### src/rtl/img_pkg.sv
// Shared constants and types for the image-difference statistics stage.
package img_pkg;

  localparam int PIX_W = 4;
  localparam int N_PIX = 9;
  localparam int SAD_W = 8;
  localparam int IDX_W = 4;

  // Frames whose SAD falls strictly below this value count as a match.
  localparam logic [SAD_W-1:0] THRESH = 8'd20;

  // Raster index of the last sample in a frame.
  localparam logic [IDX_W-1:0] LAST_IDX = IDX_W'(N_PIX - 1);

  typedef enum logic {
    S_IDLE,
    S_ACC
  } stat_state_t;

endpackage

### src/rtl/img_diff_stat_if.sv
// Sample stream in, per-frame result word out.
// master: the side that sources samples and consumes results.
// slave:  the statistics stage itself.
interface img_diff_stat_if;
  import img_pkg::*;

  logic             in_valid;
  logic [PIX_W-1:0] in_diff;
  logic             out_valid;
  logic [SAD_W-1:0] out_sad;
  logic [PIX_W-1:0] out_max;
  logic [IDX_W-1:0] out_idx;
  logic             out_match;

  modport master (
    output in_valid, in_diff,
    input  out_valid, out_sad, out_max, out_idx, out_match
  );

  modport slave (
    input  in_valid, in_diff,
    output out_valid, out_sad, out_max, out_idx, out_match
  );

endinterface

### src/rtl/diff_abs.sv
// Magnitude of one difference sample.
// IMG_DIFF_SIGNED_EN defined: input is two's complement, 0x8 -> 8, 0xF -> 1.
// IMG_DIFF_SIGNED_EN undefined: input is already an unsigned magnitude.
module diff_abs
  import img_pkg::*;
(
  input  logic [PIX_W-1:0] diff,
  output logic [PIX_W-1:0] mag
);

`ifdef IMG_DIFF_SIGNED_EN
  // -8 has no positive 4-bit counterpart; negating 0x8 wraps back to 0x8,
  // which read as unsigned is exactly the magnitude 8.
  assign mag = diff[PIX_W-1] ? -diff : diff;
`else
  assign mag = diff;
`endif

endmodule

### src/rtl/img_diff_stat.sv
// Per-frame statistics over the 9-sample difference stream: SAD, peak
// magnitude with its raster index, and a threshold match flag. Results
// appear as a one-cycle registered strobe one cycle after the last sample.
// Build option: IMG_DIFF_SIGNED_EN selects signed interpretation of in_diff.
module img_diff_stat
  import img_pkg::*;
(
  input  logic            clk,
  input  logic            rst,
  img_diff_stat_if.slave  bus
);

  stat_state_t      state_q, state_d;
  logic [IDX_W-1:0] cnt_q,   cnt_d;
  logic [SAD_W-1:0] sad_q,   sad_d;
  logic [PIX_W-1:0] max_q,   max_d;
  logic [IDX_W-1:0] idx_q,   idx_d;

  logic [PIX_W-1:0] mag;
  logic [SAD_W-1:0] acc_sad;
  logic [PIX_W-1:0] acc_max;
  logic [IDX_W-1:0] acc_idx;
  logic             load;

  diff_abs u_abs (
    .diff (bus.in_diff),
    .mag  (mag)
  );

  // Running results including the current sample. In IDLE the sample is
  // index 0, so it seeds the max unconditionally (even a zero magnitude);
  // afterwards only a strictly larger value moves the max, keeping the
  // lowest index on ties.
  always_comb begin
    if (state_q == S_IDLE) begin
      acc_sad = SAD_W'(mag);
      acc_max = mag;
      acc_idx = '0;
    end else begin
      acc_sad = sad_q + SAD_W'(mag);
      if (mag > max_q) begin
        acc_max = mag;
        acc_idx = cnt_q;
      end else begin
        acc_max = max_q;
        acc_idx = idx_q;
      end
    end
  end

  // Next-state and accumulator update; a gap mid-frame or the 9th sample
  // both return to IDLE with cleared accumulators.
  always_comb begin
    // NOTE: every output gets a default first so no path can infer a latch.
    state_d = state_q;
    cnt_d   = cnt_q;
    sad_d   = sad_q;
    max_d   = max_q;
    idx_d   = idx_q;
    load    = 1'b0;

    unique case (state_q)
      S_IDLE: begin
        if (bus.in_valid) begin
          state_d = S_ACC;
          cnt_d   = IDX_W'(1);
          sad_d   = acc_sad;
          max_d   = acc_max;
          idx_d   = acc_idx;
        end
      end
      S_ACC: begin
        if (!bus.in_valid || cnt_q == LAST_IDX) begin
          load    = bus.in_valid;
          state_d = S_IDLE;
          cnt_d   = '0;
          sad_d   = '0;
          max_d   = '0;
          idx_d   = '0;
        end else begin
          cnt_d = cnt_q + IDX_W'(1);
          sad_d = acc_sad;
          max_d = acc_max;
          idx_d = acc_idx;
        end
      end
      default: state_d = S_IDLE;
    endcase
  end

  // FSM state and accumulator registers.
  always_ff @(posedge clk) begin
    // NOTE: sequential state uses non-blocking assignment so every register
    // samples the pre-edge values regardless of statement order.
    if (rst) begin
      state_q <= S_IDLE;
      cnt_q   <= '0;
      sad_q   <= '0;
      max_q   <= '0;
      idx_q   <= '0;
    end else begin
      state_q <= state_d;
      cnt_q   <= cnt_d;
      sad_q   <= sad_d;
      max_q   <= max_d;
      idx_q   <= idx_d;
    end
  end

  // Result registers: loaded only on frame completion and held until the
  // next one; the strobe lasts exactly one cycle.
  always_ff @(posedge clk) begin
    if (rst) begin
      bus.out_valid <= 1'b0;
      bus.out_sad   <= '0;
      bus.out_max   <= '0;
      bus.out_idx   <= '0;
      bus.out_match <= 1'b0;
    end else begin
      bus.out_valid <= load;
      if (load) begin
        bus.out_sad   <= acc_sad;
        bus.out_max   <= acc_max;
        bus.out_idx   <= acc_idx;
        bus.out_match <= (acc_sad < THRESH);
      end
    end
  end

endmodule

### src/flat_wrapper.sv
// flat-port wrapper written by rule: the top's interface ports become plain ports
module img_diff_stat_flat import img_pkg::*;
  (clk, rst, bus_in_valid, bus_in_diff, bus_out_valid, bus_out_sad, bus_out_max, bus_out_idx, bus_out_match);
  img_diff_stat_if bus_i ();
  input  logic clk;
  input  logic rst;
  input wire logic [$bits(bus_i.in_valid)-1:0] bus_in_valid;
  input wire logic [$bits(bus_i.in_diff)-1:0] bus_in_diff;
  output wire logic [$bits(bus_i.out_valid)-1:0] bus_out_valid;
  output wire logic [$bits(bus_i.out_sad)-1:0] bus_out_sad;
  output wire logic [$bits(bus_i.out_max)-1:0] bus_out_max;
  output wire logic [$bits(bus_i.out_idx)-1:0] bus_out_idx;
  output wire logic [$bits(bus_i.out_match)-1:0] bus_out_match;
  assign bus_i.in_valid = bus_in_valid;
  assign bus_i.in_diff = bus_in_diff;
  assign bus_out_valid = bus_i.out_valid;
  assign bus_out_sad = bus_i.out_sad;
  assign bus_out_max = bus_i.out_max;
  assign bus_out_idx = bus_i.out_idx;
  assign bus_out_match = bus_i.out_match;
  img_diff_stat u_core (.clk(clk), .rst(rst), .bus(bus_i));
endmodule
### config.mk
export PLATFORM = sky130hd
export DESIGN_NAME = img_diff_stat_flat
export DESIGN_NICKNAME = d
export VERILOG_FILES = /design/src/rtl/img_pkg.sv /design/src/rtl/img_diff_stat_if.sv /design/src/rtl/diff_abs.sv /design/src/rtl/img_diff_stat.sv /design/src/flat_wrapper.sv
export SDC_FILE = /design/constraint.sdc
export NUM_CORES = 1
export LEC_CHECK = 0
export CAP_MARGIN = 20
export CORE_MARGIN = 1
export CORE_UTILIZATION = 50
export CTS_BUF_LIST = sky130_fd_sc_hd__clkbuf_16
export DETAILED_ROUTE_END_ITERATION = 12
export PLACE_DENSITY = 0.73
export SETUP_SLACK_MARGIN = 0.4
export SYNTH_ARGS = -nofsm -noshare
export SYNTH_HDL_FRONTEND = slang
export SYNTH_SLANG_ARGS = --single-unit
### constraint.sdc
create_clock -name clk -period 4.6 [get_ports clk]
set_input_delay 0.69 -clock clk [delete_from_list [all_inputs] [get_ports clk]]
set_output_delay 0.69 -clock clk [all_outputs]
set_load 0.005 [all_outputs]
[Word-level counts from Yosys, hierarchy flattened]
Cells that the tools add are included.
Cells by class
  $add $sub $neg: 2
  magnitude comparators: 2
  equality and inequality tests: 2
  multiplexer cells: 22
  bitwise gates (word level): 1
  reductions and logical operators: 2
Operators with widths (number)
  $mux W4: 10
  $mux W8: 3
  $pmux W4 S2: 3
  $pmux W8 S2: 1
  $add A8 B4 Y8: 1
  $lt A8 B5 Y1 const B: 1
  $add A4 B1 Y4 const B: 1
  $eq A4 B4 Y1 const B: 1
  $gt A4 B4 Y1: 1
  $mux W1: 4
  $ne A2 B2 Y1 const B: 1
  $pmux W1 S2: 1
  $logic_not A1 Y1: 1
  $logic_or A1 B1 Y1: 1
  $not A1 Y1: 1
Word-level totals
  register bits: 39
  output and inout bits: 18
  logic and storage cells: 41

[Longest topological paths before layout]
Gate-level depths: netlist of the first run.
  depth after elaboration: 5
  mapped depth: 9
  gate-level depth less buffers: 9

[Cells and area by module]
Synthesis of the first run repeated with hierarchy kept, for this count alone.
Unflattened totals
  cell total of the unflattened synthesis: 227
  area total of the unflattened synthesis: 1951.9 um2
Modules (own cells, without submodules)
  img_diff_stat: times used 1, cells each 223, area each 1921.8 um2
  diff_abs: times used 1, cells each 4, area each 30.0 um2

[Least setup slack after synthesis of the first run]
OpenSTA, ideal clock, no wires.
  path type: input-to-reg
  from: input bus_in_diff[0]
  to: register u_core.bus.out_match
  arrival time: 2.261 ns
  required time: 4.509 ns
  setup slack: 2.248 ns
  stages on the path: 9
  cells stage by stage: ha_1 -> inv_1 -> fa_1 -> nand2b_1 -> a211oi_1 -> xnor2_1 -> nand2b_1 -> a32oi_1 -> a311oi_1
On the way
  longest elaborated chain between the ends: 3
RTL lines
  start, declared: line flat_wrapper.sv:8  | input wire logic [$bits(bus_i.in_diff)-1:0] bus_in_diff;
  $add A8 B4 Y8: line img_diff_stat.sv:40  | acc_sad = sad_q + SAD_W'(mag);
  $mux W8 *: line img_diff_stat.sv:35  | if (state_q == S_IDLE) begin
  $lt A8 B5 Y1 *: line img_diff_stat.sv:125  | bus.out_match <= (acc_sad < THRESH);
  end signal, assigned: line img_diff_stat.sv:125
  end, declared: line img_diff_stat_if.sv:22  | output out_valid, out_sad, out_max, out_idx, out_match
Every way passes the cells marked *; elsewhere a longest branch is shown, timed or not.
A chain may end at the register's enable or synchronous reset.

[Worst setup path after layout of the first run]
Ends and elaborated chain as after synthesis.

==> results.md, run 1 <==
- Status: complete, no violations
- Async S/R FF share, synth: 0
- Internal power: 0.575 mW
- Vias per inst: 5.73
- CP Cell Sequence: clkdlybuf4s50_1 > ha_1 > inv_1 > fa_1 > nand2b_1 > a211oi_1 > xnor2_1 > nand2b_1 > a32oi_1 > a311oi_1
- I/O pin count: 25
- Comb pwr share: 0.110
- Largest delay contributor family on the critical path: buffers and inverters
- Min-delay src: u_core.bus.out_sad[7]
- Worst Path Buf+Inv: 2
- Max Slew Vio Count: 0
- Final worst slack: 1630 ps
- Final core area utilization: 0.660
- Crit path max-delay cell type: clkdlybuf4s50_1
- Period minus WS final: 2970 ps
- Placer Congestion: 0.811
- Commonest cells post-synth: dfxtp_1 (39), nor2_1 (34), nand2_1 (18)
- Psw: 0.185 mW
- Primary FF master, synth: dfxtp_1
- GR Util All Layers: 0.247
- Routed WL: 4410 um
- Hold_ws: 463 ps
- R2r startpoint: u_core.max_q[1]
- Largest net degree at the start of global routing: 28
- Via count: 1,622
- Ranking of synthesized cells by area: dfxtp_1 (41%), nor2_1 (6.8%), ha_1 (6.6%), mux2i_1 (5.3%), a22o_1 (4.6%)
- Hold-fix buffers, CTS: 0
- Initial Utilization: 0.544
- Max Buffers Root-to-Sink: 2
- Core area: 3470 um^2
- Initial antenna violation count: 0
- Share of the synthesized area in the top cell type: 0.414
- Vias in the first global route: 1,616
- Cts bufs inserted: 5
- Post-Syn Instances: 212
- Worst VDD drop: 0.146 mV
- Avg WL per Cell: 15.6 um
- Top-count cell post-synth: dfxtp_1
- Switching Share: 0.243
- Clk network pwr share: 0.426
- Met3 GRT Util: 0.0598
- Total grt overflow: 0
- Worst path arrival time: 3150 ps
- Htree depth: 2
- RSZ-0062 raised after global routing: no
- Fmax: 0.337 GHz
- Setup-failing EPs final: 0
- P_leak: 0.865 nW
- Crit-path most repeated cell: nand2b_1
- Hold crit path type: register to register
- Total Die Area: 4020 um^2
- GR Util met1: 0.277
- Crit path capture type: register
- Post-synth EDFFs: 0
- Initial DRC Count: 91
- Routed Antenna Nets: 0
- Layout cells sized above 1: 0.0802
- Synthesized net count: 230
- Synth warnings: 0
- Actual slew at the worst max-slew pin: 965 ps
- Root Driver: clkbuf_16
- PD cells: 332 nW/um^2
- Syn Std Cell Area: 1890 um^2
- Die width: 63.4 um
- Setup slack, reg-to-reg: 2300 ps
- Largest area contributor in the netlist: dfxtp_1
- Crit Path Class: input port to register
- Sequential Power Share: 0.464
- Final Hold Violating Endpoints: 0
- Largest stage delay, worst path: 580 ps
- Worst-Skew Late Latency: 280 ps
- Post_cts resized: 0
- Reg2Reg Depth: 8
- Slew headroom: 0.352
- M2 GR Usage: 0.431
- Total power: 0.760 mW
- Placed cell areas: 2150 um^2
- Post-route cell area: 2290 um^2
- Register clock-pin slew on the reported worst setup and hold paths: 50 ps
- Crit-path max FO: 5
- Setup bufs post-CTS: 0
- Startpoint type of the worst setup path: input port
- Antenna cells: 0
- Pre-CTS setup slack: 1400 ps
- Sink Count: 39
- Clk_skew: 1.95 ps
- Hold path cells: 2
- # DRC: 0
- Part of the Yosys area used for sequential elements: 0.414
- WP data required: 4790 ps
- Layout Nets: 254
- DP HPWL: 3180 um
- Register bit total from synthesis: 39
- Avg Cell Area, Syn: 8.90 um^2
- Max_cap viols: 0
- Setup Total Neg Slack: 0 ps
- GR peak layer: met2
- CTS tree: done
- First-pass GRT wire length: 7520 um
- Unique masters post-synth: 41
- Buffers added on ports: 24
- Inst Count DP: 275
- Final cell count without fillers: 283
- DR pass1 iterations: 4
- Worst hold path endpoint: u_core.bus.out_sad[7]
- Rows: 21
- DIE HEIGHT: 63.4 um
- Area grow syn2layout: 21.3%
- Worst r2r dst: u_core.max_q[0]
- Period utilization: 0.645
[state kept, by name, indices dropped and copies added (netlist names), 4 cells and up]
register / cells
u_core.sad_q: 8
u_core.bus.out_sad: 8
u_core.bus.out_max: 4
u_core.idx_q: 4
u_core.max_q: 4
u_core.bus.out_idx: 4
u_core.cnt_q: 4
[worst register-to-register path: cells and delay by family, from the launching register on]
kind            cells  cell delay (ps)
compound gates      5             1320
fa+ha+maj           1              290
buf+inv             1               70
flops               1              370
simple gates        1              140
[cells in the final DEF (no fill, tap or decap), types with 4 or more instances in the layout]
cell type,instances
a22o_1,10
nor2_1,34
inv_1,13
o21ai_0,8
a211oi_2,6
clkbuf_16,5
mux2i_1,10
dfxtp_1,39
nand2_1,18
ha_1,10
a21oi_1,13
a211oi_1,5
clkdlybuf4s50_1,24
xnor2_1,4
nor3_1,4
[how the worst max path moves through the flow]
stage	startpoint	to	slack [ps]	cells after the start
6_report	bus_in_diff[0]	u_core.bus.out_match	1630	10
5_1_grt	bus_in_diff[0]	u_core.bus.out_match	1410	10
4_1_cts	bus_in_diff[0]	u_core.bus.out_match	1660	10
3_5_place_dp	bus_in_diff[0]	u_core.bus.out_match	1400	10
3_3_place_gp	bus_in_diff[0]	u_core.bus.out_match	1430	10
2_1_floorplan	bus_in_diff[0]	u_core.bus.out_match	2250	9
[cell type report]
class	instances	area, um^2
fill	290	1180
multi-input combinational	153	1020
sequential	39	781
timing repair buffer	26	255
clock buffer	5	125
tap	46	57.6
inverter	11	41.3
clock inverter	3	12.5
[metal layers]
layer  wire (um)  part of all wire
met2        2280              0.52
met4         110             0.025
met3         184             0.042
met1        1830              0.42
met5           0                 0
[cells by family (layout without fill, tap and decap cells)]
family	after synthesis	after routing	share of synthesized area
buffers and inverters	20	45	0.0477
AND/OR/NAND/NOR	70	70	0.161
AO/OA/AOI/OAI	56	56	0.218
flip-flops	39	39	0.414
adder cells (fa/ha/maj)	11	11	0.0769
XOR/XNOR	5	5	0.0232
multiplexers	11	11	0.0590
[power groups by stage]
stage          Sequential (mW)  Clock (mW)  Combinational [mW]
2_1_floorplan            0.356           0              0.0649
6_report                 0.352       0.324              0.0837
4_1_cts                  0.352       0.327              0.0835
5_1_grt                  0.353       0.347              0.0922
3_3_place_gp             0.359           0              0.0793
3_5_place_dp             0.359           0              0.0825
(Power assumes the default switching activity.)
==> run 2, diff against run 1 <==
CORE_UTILIZATION = 49   (was 50)
PLACE_DENSITY = 0.74   (was 0.73)
clock period = 2.6 ns   (was 4.6 ns; I/O delays follow)
==> run 2 against run 1 <==
  * Clock skew grew 2.1 ps
  * Worst hold slack lost 4.4 ps
  * Die area grew 2.0%
  * Critical path type is now register to register
  * Highest routed layer unchanged
==> results.md, run 2 (synthesis gave the netlist of run 1 again) <==
- DR pass1 iterations: 4 (unchanged)
- P_leak: 1.01 nW (+17%)
- Reg2Reg Depth: 10 (+2)
- Worst hold path endpoint: u_core.bus.out_sad[0]
- Top flop regs: u_core.bus.out_sad: 8 flops, u_core.sad_q: 8 flops
- Filler cells: 300 (+3.4%)
- FF+latch area: 782 um^2 (+0.16%)
- I/O pin count: 25 (unchanged)
- Routed Antenna Nets: 0 (unchanged)
- Fmax: 0.470 GHz
- Crit-path max FO: 2 (-3)
- Largest net degree at the start of global routing: 25 (-11%)
- DIE HEIGHT: 64.1 um (+0.99%)
- Max_cap viols: 0 (unchanged)
- Worst VDD drop: 0.558 mV (+280%)
- Initial Utilization: 0.512 (-0.0325)
- Setup slack, reg-to-reg: 470 ps (-1830 ps)
- Startpoint type of the worst setup path: register
- Switching Share: 0.231 (-0.0126)
- Root Driver: clkbuf_16
- Actual slew at the worst max-slew pin: 534 ps (-432 ps)
- Layout Nets: 274 (+7.9%)
- Die width: 64.1 um (+0.99%)
- Final core area utilization: 0.707 (+0.0474)
- First-pass GRT wire length: 7690 um (+2.2%)
- Status: complete, no violations
- Rows: 22 (+4.8%)
- Hold crit path type: register to register
- Final Hold Violating Endpoints: 0 (unchanged)
- Clk network pwr share: 0.440 (+0.014)
- Max Slew Vio Count: 0 (unchanged)
- Worst-Skew Late Latency: 280 ps (about the same)
- Crit path capture type: register
- Vias in the first global route: 1,559 (-3.5%)
- Hold_ws: 458 ps (-4.37 ps)
- Layout cells sized above 1: 0.214 (+0.134)
- Setup-failing EPs final: 0 (unchanged)
- Initial DRC Count: 82 (-9.9%)
- Crit Path Class: register to register
- Most frequent cells in the layout: dfxtp_1 (38), nor2_1 (33), clkdlybuf4s50_1 (21)
- Core area: 3690 um^2 (+6.3%)
- CTS tree: done
- Worst r2r dst: u_core.bus.out_sad[6]
- Total grt overflow: 0 (unchanged)
- R2r startpoint: u_core.sad_q[0]
- Avg WL per Cell: 15.6 um (-0.21%)
- RSZ-0062 raised after global routing: yes
- Via count: 1,662 (+2.5%)
- Period utilization: 0.818
- # DRC: 0 (unchanged)
- Routed WL: 4740 um (+7.5%)
- Htree depth: 2 (unchanged)
- Max Buffers Root-to-Sink: 2 (unchanged)
- Worst path arrival time: 2310 ps (-840 ps)
- Min-delay src: u_core.bus.out_sad[0]
- Sink Count: 39 (unchanged)
- Sequential Power Share: 0.407 (-0.057)
- GR Util All Layers: 0.249 (+0.00192)
- Comb pwr share: 0.153 (+0.043)
- Register clock-pin slew on the reported worst setup and hold paths: 60 ps (about the same)
- Worst setup startpoint: u_core.sad_q[0]
- Total Die Area: 4100 um^2 (+2.0%)
- Slew headroom: 0.644 (+0.292)
- Buffers added on ports: 24 (unchanged)
- Hold-fix buffers, CTS: 0 (unchanged)
- Most common cell after layout, fill and taps aside: dfxtp_1
- Internal power: 1.18 mW (+110%)
- Final worst slack: 472 ps (-1160 ps)
- Cts bufs inserted: 5 (unchanged)
- Initial antenna violation count: 0 (unchanged)
- Hold path cells: 2 (unchanged)
- Antenna cells: 0 (unchanged)
- Area grow syn2layout: 38.3%
- Vias per inst: 5.45 (-4.9%)
- DP HPWL: 3300 um (+3.7%)
- Psw: 0.354 mW (+92%)
- WP data required: 2790 ps (-2000 ps)
- Pre-CTS setup slack: -93.3 ps (-1500 ps)
- Multi-input gate area: 1120 um^2 (+10%)
- Placer Congestion: 0.913 (+13%)
- PD cells: 589 nW/um^2 (+77%)
- Period minus WS final: 2130 ps
- Clk_skew: 4.07 ps (+2.12 ps)
==> run 2: final cells by class <==
class                           count  area share
Clock buffer                        5      0.0480
Clock inverter                      3      0.0149
Inverter                           11      0.0158
Multi-Input combinational cell    153       0.429
Sequential cell                    39       0.300
Tap cell                           48      0.0230
Timing Repair Buffer               46       0.170
==> run 2: metrics by stage <==
stage                     TNS, ps  total power [mW]  instance area [um^2]  cells
after floorplan                 0             0.744                  1890    212
after global placement      -36.3             0.816                  2290    293
after detailed placement    -93.3             0.819                  2290    293
after CTS                       0              1.53                  2560    304
after global routing            0              1.59                  2610    305
final                           0              1.54                  2610    305
==> run 2: routing by layer <==
| layer | track usage | vias up | wire length [um] |
|---|---|---|---|
| met5 | 0 | - | 0 |
| met4 | 0.0852 | 0 | 44 |
| met3 | 0.0375 | 5 | 187 |
| met2 | 0.420 | 40 | 2380 |
| met1 | 0.321 | 783 | 2130 |
| li1 | - | 834 | - |
==> run 2: how the worst max path moves through the flow <==
stage	to	slack, ps
final	u_core.bus.out_sad[6]	470
after global routing	u_core.bus.out_match	370
after CTS	u_core.bus.out_idx[1]	420
after detailed placement	u_core.bus.out_match	-90
after global placement	u_core.bus.out_match	-40
after floorplan	u_core.bus.out_match	550
==> run 2: power groups by stage <==
stage | registers (mW) | logic (mW) | clock network [mW]
6_report | 0.625 | 0.235 | 0.675
4_1_cts | 0.623 | 0.224 | 0.683
3_5_place_dp | 0.635 | 0.184 | 0
2_1_floorplan | 0.630 | 0.115 | 0
3_3_place_gp | 0.634 | 0.181 | 0
5_1_grt | 0.627 | 0.254 | 0.709
==> run 2: critical path, stage by stage (launching register included) <==
cell and delay, ps:
dfxtp_1 340, ha_2 190, inv_1 60, fa_2 370
nand2b_4 160, a211oi_2 200, xnor2_1 120, buf_4 150
buf_4 120, buf_4 120, a211oi_1 210
==> run 2: timing repair <==
item                       4_1_cts  5_1_grt
cloned                           1        0
buffers inserted                 2        1
setup endpoints to repair        7        8
pin swaps                        9        4
resized for setup               13        9
==> run 3, diff against run 2 <==
clock period = 1.8 ns   (was 2.6 ns; I/O delays follow)
==> run 3 against run 2 <==
  * The run now ends with setup timing left
  * First-iteration DRC count grew 38%
  * Combinational power grew 85%
  * Final cell count rose by 7.5%
  * Setup slack got worse by 690 ps
  * Total power rose by 42%
  * Die area unchanged
  * Routed wire length rose by 18%
  * Sequential cell count did not move
==> results.md, run 3 (synthesis gave the netlist of run 1 again) <==
- Root Driver: clkbuf_16
- Routed Antenna Nets: 0 (unchanged)
- Die width: 64.1 um (unchanged)
- Violated checks: setup timing
- Crit path capture type: register
- Vias per inst: 5.62 (+3.2%)
- Layout cells sized above 1: 0.450 (+0.236)
- Most frequent cells in the layout: dfxtp_1 (32), buf_4 (28), nor2_1 (27)
- Startpoint type of the worst setup path: register
- # DRC: 0 (unchanged)
- Initial DRC Count: 113 (+38%)
- Vias in the first global route: 1,765 (+13%)
- Sink Count: 39 (unchanged)
- Total grt overflow: 0 (unchanged)
- Routed WL: 5610 um (+18%)
- Most common cell after layout, fill and taps aside: dfxtp_1
- GR Util All Layers: 0.265 (+0.0166)
- Period utilization: 1.12 (+0.300)
- Worst-Skew Late Latency: 280 ps (about the same)
- Final worst slack: -213 ps (-685 ps)
- DIE HEIGHT: 64.1 um (unchanged)
- Clk_skew: 2.97 ps (-1.09 ps)
- Core area: 3690 um^2 (unchanged)
- WP data required: 1980 ps (-810 ps)
- Worst Path Buf+Inv: 1 (-3)
- Largest stage delay, worst path: 350 ps (-20 ps)
- I/O pin count: 25 (unchanged)
- Max Slew Vio Count: 0 (unchanged)
- Largest delay contributor family on the critical path: compound AO/OA/AOI/OAI gates
- Final cell count without fillers: 328 (+7.5%)
- Inst Count DP: 306 (+4.4%)
- Top flop regs: u_core.bus.out_sad: 8 flops, u_core.sad_q: 8 flops
- Post-route cell area: 3120 um^2 (+19%)
- Htree depth: 2 (unchanged)
- Hold_ws: 406 ps (-52.8 ps)
- Layout Nets: 297 (+8.4%)
- Hold crit path type: input port to register
- Area grow syn2layout: 65.1%
- DR pass1 iterations: 4 (unchanged)
- Cts bufs inserted: 5 (unchanged)
- Actual slew at the worst max-slew pin: 451 ps (-83.0 ps)
- Period minus WS final: 2010 ps (-115 ps)
- Worst VDD drop: 0.756 mV (+35%)
- Slew headroom: 0.699 (+0.0547)
- Antenna cells: 0 (unchanged)
- Max_cap viols: 0 (unchanged)
- Buffers added on ports: 24 (unchanged)
- Worst path arrival time: 2190 ps (-120 ps)
- First-pass GRT wire length: 8370 um (+8.9%)
- Initial antenna violation count: 0 (unchanged)
- Crit Path Class: register to register
- Final core area utilization: 0.845 (+0.137)
- Total Die Area: 4100 um^2 (unchanged)
- Setup-failing EPs final: 17 (+17)
- Placed cell areas: 2470 um^2 (+7.9%)
- RSZ-0062 raised after global routing: yes
- Crit path max-delay cell type: dfxtp_2
- Initial Utilization: 0.512 (unchanged)
- PD cells: 698 nW/um^2 (+19%)
- Avg WL per Cell: 17.1 um (+10%)
- Status: finished, violations left
- P_leak: 1.38 nW (+37%)
- Hold-fix buffers, CTS: 0 (unchanged)
- Placer Congestion: 0.869 (-4.9%)
- DP HPWL: 3070 um (-6.9%)
- Crit-path max FO: 2 (unchanged)
- Final Hold Violating Endpoints: 0 (unchanged)
- Fmax: 0.497 GHz (+5.7%)
- Largest net degree at the start of global routing: 22 (-12%)
- CP Cell Sequence: ha_4 > inv_2 > fa_2 > nand2b_4 > a211oi_4 > xnor2_2 > nand2b_1 > a32oi_1 > a311oi_1
- Via count: 1,844 (+11%)
- Rows: 22 (unchanged)
- Max Buffers Root-to-Sink: 2 (unchanged)
- Register clock-pin slew on the reported worst setup and hold paths: 60 ps (about the same)
- CTS tree: done
[run 3: cell types whose count changed in the layout (fill, tap and decap cells not counted), moves of 6 or more]
cell and delta:
clkdlybuf4s50_1 -13, dlymetal6s2s_1 +10, nor2_1 -6, a21oi_1 -6
dfxtp_1 -6, buf_4 +8, o21ai_0 -8, buf_6 +14
o21ai_1 +7
[run 3: worst min-delay path: stages]
cell      delay, ps
clkbuf_2        140
buf_4           130
a22o_1          110
[run 3: per-stage QoR]
step	setup TNS, ps	power, mW	setup WS (ps)
floorplan	-46.2	1.10	-46.2
global placement	-12340	1.21	-578
detailed placement	-13150	1.21	-595
CTS	-1120	2.11	-126
global route	-2140	2.26	-304
finish	-888	2.17	-213
[run 3: timing repair]
action / 4_1_cts / 5_1_grt
pin swaps: 23 / 22
gates resized for setup: 47 / 51
setup endpoints to repair: 36 / 45
buffers inserted: 9 / 3
cloned: 0 / 2
[run 3: final cells by class]
class | instances | area, um^2
clock buffers | 5 | 125
clock inverters | 3 | 16.3
fillers | 193 | 573
inverters | 11 | 46.3
multi-input cells | 153 | 1380
flip-flops and latches | 39 | 795
well taps | 48 | 60.1
repair buffers | 69 | 698
[run 3: layer usage]
layer,GRT usage,share of wire
met5,0,0
met4,0.0682,0.013
met2,0.465,0.53
met3,0.0482,0.034
met1,0.332,0.42
[run 3: final timing paths]
path,start,endpoint,slack (ps),cells after the start
hold / removal,bus_in_diff[1],u_core.max_q[1],410,3
hold reg to reg,u_core.bus.out_sad[4],u_core.bus.out_sad[4],460,2
setup / recovery,u_core.sad_q[0],u_core.bus.out_match,-210,9
setup reg to reg,u_core.sad_q[0],u_core.bus.out_match,-210,9
[run 3: report_power, final]
group	total [mW]	internal [mW]	switching, mW	leakage [nW]
logic	0.434	0.224	0.210	0.991
registers	0.901	0.880	0.0214	0.319
clock network	0.839	0.505	0.334	0.0710
total	2.17	1.61	0.565	1.38
